**config.mk**
```make
export PLATFORM = sky130hd
export DESIGN_NAME = prime_tester_param_flat
export DESIGN_NICKNAME = d
export VERILOG_FILES = /design/src/rtl/prime_tester_param_if.sv /design/src/rtl/prime_tester_param.sv /design/src/flat_wrapper.sv
export SDC_FILE = /design/constraint.sdc
export NUM_CORES = 1
export LEC_CHECK = 0
export BUFFER_PORTS_ARGS = -buffer_cell sky130_fd_sc_hd__buf_2
export CAP_MARGIN = 20
export CORE_MARGIN = 2
export CORE_UTILIZATION = 45
export CTS_CLUSTER_SIZE = 28
export DETAILED_ROUTE_END_ITERATION = 8
export PLACE_DENSITY = 0.71
export SYNTH_ARGS = -nofsm -noshare
export SYNTH_HDL_FRONTEND = slang
export SYNTH_SLANG_ARGS = --single-unit
```
**constraint.sdc**
```tcl
create_clock -name Clk -period 19.9 [get_ports Clk]
set_input_delay 0.995 -clock Clk [delete_from_list [all_inputs] [get_ports Clk]]
set_output_delay 0.995 -clock Clk [all_outputs]
set_load 0.02 [all_outputs]
```
**src/rtl/prime_tester_param_if.sv**
```systemverilog
// prime_tester_param_if
//   Groups the control and result signals of the primality tester.
//   Parameter WIDTH : operand width in bits (4..24).
//   Signals:
//     enable   - module selected by the top-level menu
//     next     - single-cycle debounced button pulse
//     data_in  - number to test
//     textOut  - 32 ASCII chars, char 0 in [255:248]; chars 0-15 line 1, 16-31 line 2
//     busy     - high while testing
//     done     - high while a result is held
//     is_prime - verdict, valid when done=1
//     factor   - smallest divisor >= 2 if composite, else 0; valid when done=1
//   Modports: master drives the inputs, slave is the tester itself.
interface prime_tester_param_if #(
    parameter int unsigned WIDTH = 8
);
    logic             enable;
    logic             next;
    logic [WIDTH-1:0] data_in;
    logic [255:0]     textOut;
    logic             busy;
    logic             done;
    logic             is_prime;
    logic [WIDTH-1:0] factor;

    modport master (
        output enable, next, data_in,
        input  textOut, busy, done, is_prime, factor
    );

    modport slave (
        input  enable, next, data_in,
        output textOut, busy, done, is_prime, factor
    );
endinterface

```
**src/rtl/prime_tester_param.sv**
```systemverilog
// prime_tester_param
//   Multi-cycle trial-division primality tester with 2x16 LCD text output.
//   Each trial runs a restoring divider (one quotient bit per clock); divisors are
//   tried from 2 upward while d*d <= A, and the first exact divisor is reported.
//   Parameter WIDTH : operand width in bits (4..24).
//   Ports:
//     Clk   - system clock, rising edge
//     reset - asynchronous, active-high reset
//     bus   - slave modport of prime_tester_param_if (enable, next, data_in in;
//             textOut, busy, done, is_prime, factor out)
module prime_tester_param #(
    parameter int unsigned WIDTH = 8
) (
    input logic                 Clk,
    input logic                 reset,
    prime_tester_param_if.slave bus
);

    localparam int unsigned NDIG = (WIDTH + 3) / 4;
    // d is one bit wider than A so the d+1 step can never wrap
    localparam int unsigned DW   = WIDTH + 1;
    localparam int unsigned CW   = $clog2(WIDTH);

    localparam logic [255:0] TxtReset = {"Prime Tester    ", "Press Btnc      "};
    localparam logic [255:0] TxtLoad  = {"Input Number    ", "Then Press Btnc "};
    localparam logic [255:0] TxtCalc  = {"Calculating...  ", "                "};

    typedef enum logic [2:0] {
        StIdle,
        StLoad,
        StRange,
        StDivInit,
        StDivide,
        StCheck,
        StDone
    } state_e;

    state_e           state_q, state_d;
    logic [WIDTH-1:0] a_q, a_d;
    logic [DW-1:0]    d_q, d_d;
    logic [DW-1:0]    rem_q, rem_d;
    logic [WIDTH-1:0] quo_q, quo_d;
    logic [CW-1:0]    cnt_q, cnt_d;
    logic             is_prime_q, is_prime_d;
    logic [WIDTH-1:0] factor_q, factor_d;
    logic [255:0]     text_q, text_d;

    logic [DW:0]        rem_sh;
    logic [2*DW-1:0]    d_sq;
    logic [2*DW-1:0]    a_ext;
    logic [4*NDIG-1:0]  fac_pad;
    logic [127:0]       line1, line2;

    function automatic logic [7:0] hex_char(input logic [3:0] n);
        return (n < 4'd10) ? (8'h30 + {4'h0, n}) : (8'h37 + {4'h0, n});
    endfunction

    always_comb begin
        state_d    = state_q;
        a_d        = a_q;
        d_d        = d_q;
        rem_d      = rem_q;
        quo_d      = quo_q;
        cnt_d      = cnt_q;
        is_prime_d = is_prime_q;
        factor_d   = factor_q;

        rem_sh = {rem_q, quo_q[WIDTH-1]};
        // Full-width square: never overflows even at the top of the operand range
        d_sq   = {{DW{1'b0}}, d_q} * {{DW{1'b0}}, d_q};
        a_ext  = {{(2*DW-WIDTH){1'b0}}, a_q};

        unique case (state_q)
            StIdle: begin
                if (bus.enable && bus.next) state_d = StLoad;
            end
            StLoad: begin
                if (bus.next) begin
                    a_d     = bus.data_in;
                    d_d     = DW'(2);
                    state_d = StRange;
                end
            end
            StRange: begin
                if ((a_q < WIDTH'(2)) || (d_sq > a_ext)) begin
                    is_prime_d = (a_q >= WIDTH'(2));
                    factor_d   = '0;
                    state_d    = StDone;
                end else begin
                    state_d = StDivInit;
                end
            end
            StDivInit: begin
                rem_d   = '0;
                quo_d   = a_q;
                cnt_d   = CW'(WIDTH - 1);
                state_d = StDivide;
            end
            StDivide: begin
                if (rem_sh >= {1'b0, d_q}) begin
                    rem_d = DW'(rem_sh - {1'b0, d_q});
                    quo_d = {quo_q[WIDTH-2:0], 1'b1};
                end else begin
                    rem_d = rem_sh[DW-1:0];
                    quo_d = {quo_q[WIDTH-2:0], 1'b0};
                end
                cnt_d = cnt_q - CW'(1);
                if (cnt_q == '0) state_d = StCheck;
            end
            StCheck: begin
                if (rem_q == '0) begin
                    factor_d   = d_q[WIDTH-1:0];
                    is_prime_d = 1'b0;
                    state_d    = StDone;
                end else begin
                    d_d     = d_q + DW'(1);
                    state_d = StRange;
                end
            end
            StDone: begin
                if (bus.next) begin
                    is_prime_d = 1'b0;
                    factor_d   = '0;
                    state_d    = StLoad;
                end
            end
            default: state_d = StIdle;
        endcase

        // Deselection abandons any work in flight and returns to the reset condition
        if (!bus.enable && (state_q != StIdle)) begin
            state_d    = StIdle;
            a_d        = '0;
            d_d        = DW'(2);
            rem_d      = '0;
            quo_d      = '0;
            cnt_d      = '0;
            is_prime_d = 1'b0;
            factor_d   = '0;
        end

        // Text follows the next state so it changes on the same edge as the state
        fac_pad                = '0;
        fac_pad[WIDTH-1:0]     = factor_d;
        line1                  = is_prime_d ? "PRIME           " : "NOT PRIME       ";
        line2                  = "Factor: 0x      ";
        for (int i = 0; i < int'(NDIG); i++) begin
            line2[127-8*(10+i) -: 8] = hex_char(fac_pad[4*(int'(NDIG)-1-i) +: 4]);
        end

        unique case (state_d)
            StIdle:                               text_d = TxtReset;
            StLoad:                               text_d = TxtLoad;
            StRange, StDivInit, StDivide, StCheck: text_d = TxtCalc;
            StDone:                               text_d = {line1, line2};
            default:                              text_d = TxtReset;
        endcase
    end

    always_ff @(posedge Clk or posedge reset) begin
        if (reset) begin
            state_q    <= StIdle;
            a_q        <= '0;
            d_q        <= DW'(2);
            rem_q      <= '0;
            quo_q      <= '0;
            cnt_q      <= '0;
            is_prime_q <= 1'b0;
            factor_q   <= '0;
            text_q     <= TxtReset;
        end else begin
            state_q    <= state_d;
            a_q        <= a_d;
            d_q        <= d_d;
            rem_q      <= rem_d;
            quo_q      <= quo_d;
            cnt_q      <= cnt_d;
            is_prime_q <= is_prime_d;
            factor_q   <= factor_d;
            text_q     <= text_d;
        end
    end

    assign bus.busy     = (state_q == StRange) || (state_q == StDivInit) ||
                          (state_q == StDivide) || (state_q == StCheck);
    assign bus.done     = (state_q == StDone);
    assign bus.is_prime = is_prime_q;
    assign bus.factor   = factor_q;
    assign bus.textOut  = text_q;

endmodule

```
**src/flat_wrapper.sv**
```systemverilog
// flat-port wrapper written by rule: the top's interface ports become plain ports
module prime_tester_param_flat 
#(
    parameter int unsigned WIDTH = 8
)
  (Clk, reset, bus_enable, bus_next, bus_data_in, bus_textOut, bus_busy, bus_done, bus_is_prime, bus_factor);
  prime_tester_param_if #(.WIDTH(WIDTH)) bus_i ();
  input logic Clk;
  input logic reset;
  input wire logic [$bits(bus_i.enable)-1:0] bus_enable;
  input wire logic [$bits(bus_i.next)-1:0] bus_next;
  input wire logic [$bits(bus_i.data_in)-1:0] bus_data_in;
  output wire logic [$bits(bus_i.textOut)-1:0] bus_textOut;
  output wire logic [$bits(bus_i.busy)-1:0] bus_busy;
  output wire logic [$bits(bus_i.done)-1:0] bus_done;
  output wire logic [$bits(bus_i.is_prime)-1:0] bus_is_prime;
  output wire logic [$bits(bus_i.factor)-1:0] bus_factor;
  assign bus_i.enable = bus_enable;
  assign bus_i.next = bus_next;
  assign bus_i.data_in = bus_data_in;
  assign bus_textOut = bus_i.textOut;
  assign bus_busy = bus_i.busy;
  assign bus_done = bus_i.done;
  assign bus_is_prime = bus_i.is_prime;
  assign bus_factor = bus_i.factor;
  prime_tester_param #(.WIDTH(WIDTH)) u_core (.Clk(Clk), .reset(reset), .bus(bus_i));
endmodule
```
==> metrics <==
status=completed; HP Class=reg -> reg; Final Cycle Share=0.3570; Max VDD drop=0.04776 mV; post-cts sizing count=0; Nets=1166; via count=6612; # fillers=1784; wire length of the first global-routing pass=32.69 mm; CP dominant cell by count=inv_1; total congestion overflow=0; area leader, netlist=dfrtp_1; critical path arrival=7350 ps; Antenna Cells=0; Num Clock Sinks=87; Worst path max stage delay=640 ps; 1st-iter DRT viols=557; Die Y=141.2 µm; commonest non-fill, non-tap cell in the layout=buf_2; Skew-Pair Late Insertion Delay=between 300 and 400 ps; Top FF cell, synth=dfrtp_1; Period minus WS final=roughly 7000 ps; largest net degree at the start of global routing=60; Worst EP required=slightly above 20000 ps; router iterations before antenna repair=4; CP Max Fanout=9; number of global-route vias before repair=slightly above 6000; Startpoint Class=flop; DRC=0; CTS tree=done; Yosys cell types=a little over 70; final hold slack=roughly 480 ps; Worst Clk Skew=7.558 ps; CP max-delay cell=dfstp_2; Post-DP HPWL=16.49 mm; Seq. cell area=2197 µm²; Post-CTS Setup Bufs=0; Setup Viol. Count Final=0; area delta synth->final=1.890%; max-cap violations=0; Power, Total=0.9025 mW; Final Hold Fails=0; number of buffers created by CTS=9; DRT Wirelength=20.70 mm; hold buffer count at cts=0; most frequent cells in the layout=170 x buf_2, 109 x conb_1, 100 x inv_1, 86 x nor2_1, 85 x nand2_1; core area=18580 µm²; Vias/cell=between 5 and 6; gr usage total=0.2089; Slew headroom=0.3342; cell count after synthesis=1014; Max clock buf depth=2; DP Cell Count=1285; Worst-Margin Slew=990.2 ps; # IOs=279; syn_area_per_cell=8.356 µm²; post-synthesis sequential area ratio=0.2593; # rows=50; crit end category=flop; die width=around 140 µm; port buffer count=between 150 and 200; ANT nets after route=0; area of the multi-input gates=4534 µm²; antenna violations before repair=0; Synth warnings=0; Setup TNS=0 ps; Final Max Slew Viols=0; f_max=approximately 140 MHz; EDFF count, synth=0; Setup CP Type=reg -> reg; WL/cell=~16 µm; routability cong.=0.9901; clk root buf=clkbuf_16; RSZ-0062 raised after global routing=no; Initial Utilization=0.4560; ratio of cells with drive above 1 in the final layout=0.2088; leakage power=4.629 nW; post-layout util=0.4646; DIE AREA=19940 µm²; Final Instance Count excl. Fillers=roughly 1300; post-synth top area share=0.2097; asr flop ratio synth=1.000; FF+latch count, synth=87; Mapped Area=about 8500 µm²; P per Cell Area=104.5 nW/µm²; Synth area leaders=dfrtp_1 21%, buf_4 19%, fa_1 8.3%; clk slew on worst S/H paths=approximately 70 ps; H-tree levels=3
-- Yosys cell counts, types with 6 or more instances --
cell	n
inv_1	101
o21a_1	9
mux2i_1	10
a21oi_1	60
nand2b_1	6
nand4_1	7
nor2_1	86
nand3_1	16
clkbuf_1	23
dfrtp_1	71
fa_1	35
dfstp_2	16
xnor2_1	12
a211oi_1	7
buf_4	218
nor4_1	6
a21o_1	13
ha_1	56
nand2_1	85
xor2_1	10
nor3_1	11
and3_1	9
o21ai_0	50
-- report_power, final --
group	internal (mW)	switching (mW)	total, mW
Sequential	0.221	0.0443	0.265
Clock	0.103	0.0762	0.179
Combinational	0.144	0.314	0.458
-- path summary, 6_finish.rpt --
kind                            slack (ps)             from  cells past startpoint                      end
max in group asynchronous            18120            reset                      3          u_core.rem_q[3]
worst min-delay path                   480  u_core.cnt_q[2]                      1          u_core.cnt_q[2]
worst max-delay path                 12800    u_core.d_q[1]                     25   u_core.bus.textOut[33]
worst max register to register       12800    u_core.d_q[1]                     25   u_core.bus.textOut[33]
min in group asynchronous              640            reset                      2  u_core.bus.textOut[122]
worst min register to register         480  u_core.cnt_q[2]                      1          u_core.cnt_q[2]
-- state kept, by name (all words and copies together) (netlist names) --
register	count
u_core.rem_q	9
u_core.bus.factor	8
u_core.d_q	9
u_core.bus.is_prime	1
u_core.a_q	8
u_core.quo_q	8
u_core.state_q	3
u_core.cnt_q	3
u_core.bus.textOut	38
-- final cells by class --
| class | instances | share of cell area |
|---|---|---|
| inverter | 107 | 0.04725 |
| clock buffer | 10 | 0.02768 |
| sequential | 87 | 0.2545 |
| timing repair buffer | 175 | 0.1029 |
| clock inverter | 6 | 0.008551 |
| tap | 234 | 0.03391 |
| multi-input combinational | 683 | 0.5252 |
-- critical path: cells and delay by family (launching register included) --
family,cells,cell delay (ps)
simple gates,5,1290
fa+ha+maj,7,3060
compound gates,6,1340
flops,1,640
xor+xnor,1,160
buf+inv,6,500
-- kinds of logic (layout without fill, tap and decap cells) --
group,after synthesis,after routing,share of synthesized area
buf+inv,351,298,0.2535
simple gates,259,259,0.1428
compound gates,191,191,0.1422
fa+ha+maj,91,91,0.1654
flops,87,87,0.2593
xor+xnor,22,22,0.02274
mux,11,11,0.01314
other cells,2,109,0.0008863
-- metrics by stage --
step	cell area, µm²	worst slack, ps
2_1_floorplan	8875	13420
3_3_place_gp	8315	12990
3_5_place_dp	8315	12820
4_1_cts	8628	12810
5_1_grt	8633	12320
6_report	8633	12800
-- per-layer routing --
layer | wire, µm | share of wire | global-route usage
met3 | 1280 | 0.062 | 0.03465
met5 | 0 | 0 | 0
met4 | 429 | 0.021 | 0.07158
met1 | 9112 | 0.44 | 0.2859
met2 | 9874 | 0.48 | 0.3370
Note: power is estimated with default switching activity, not from simulation.
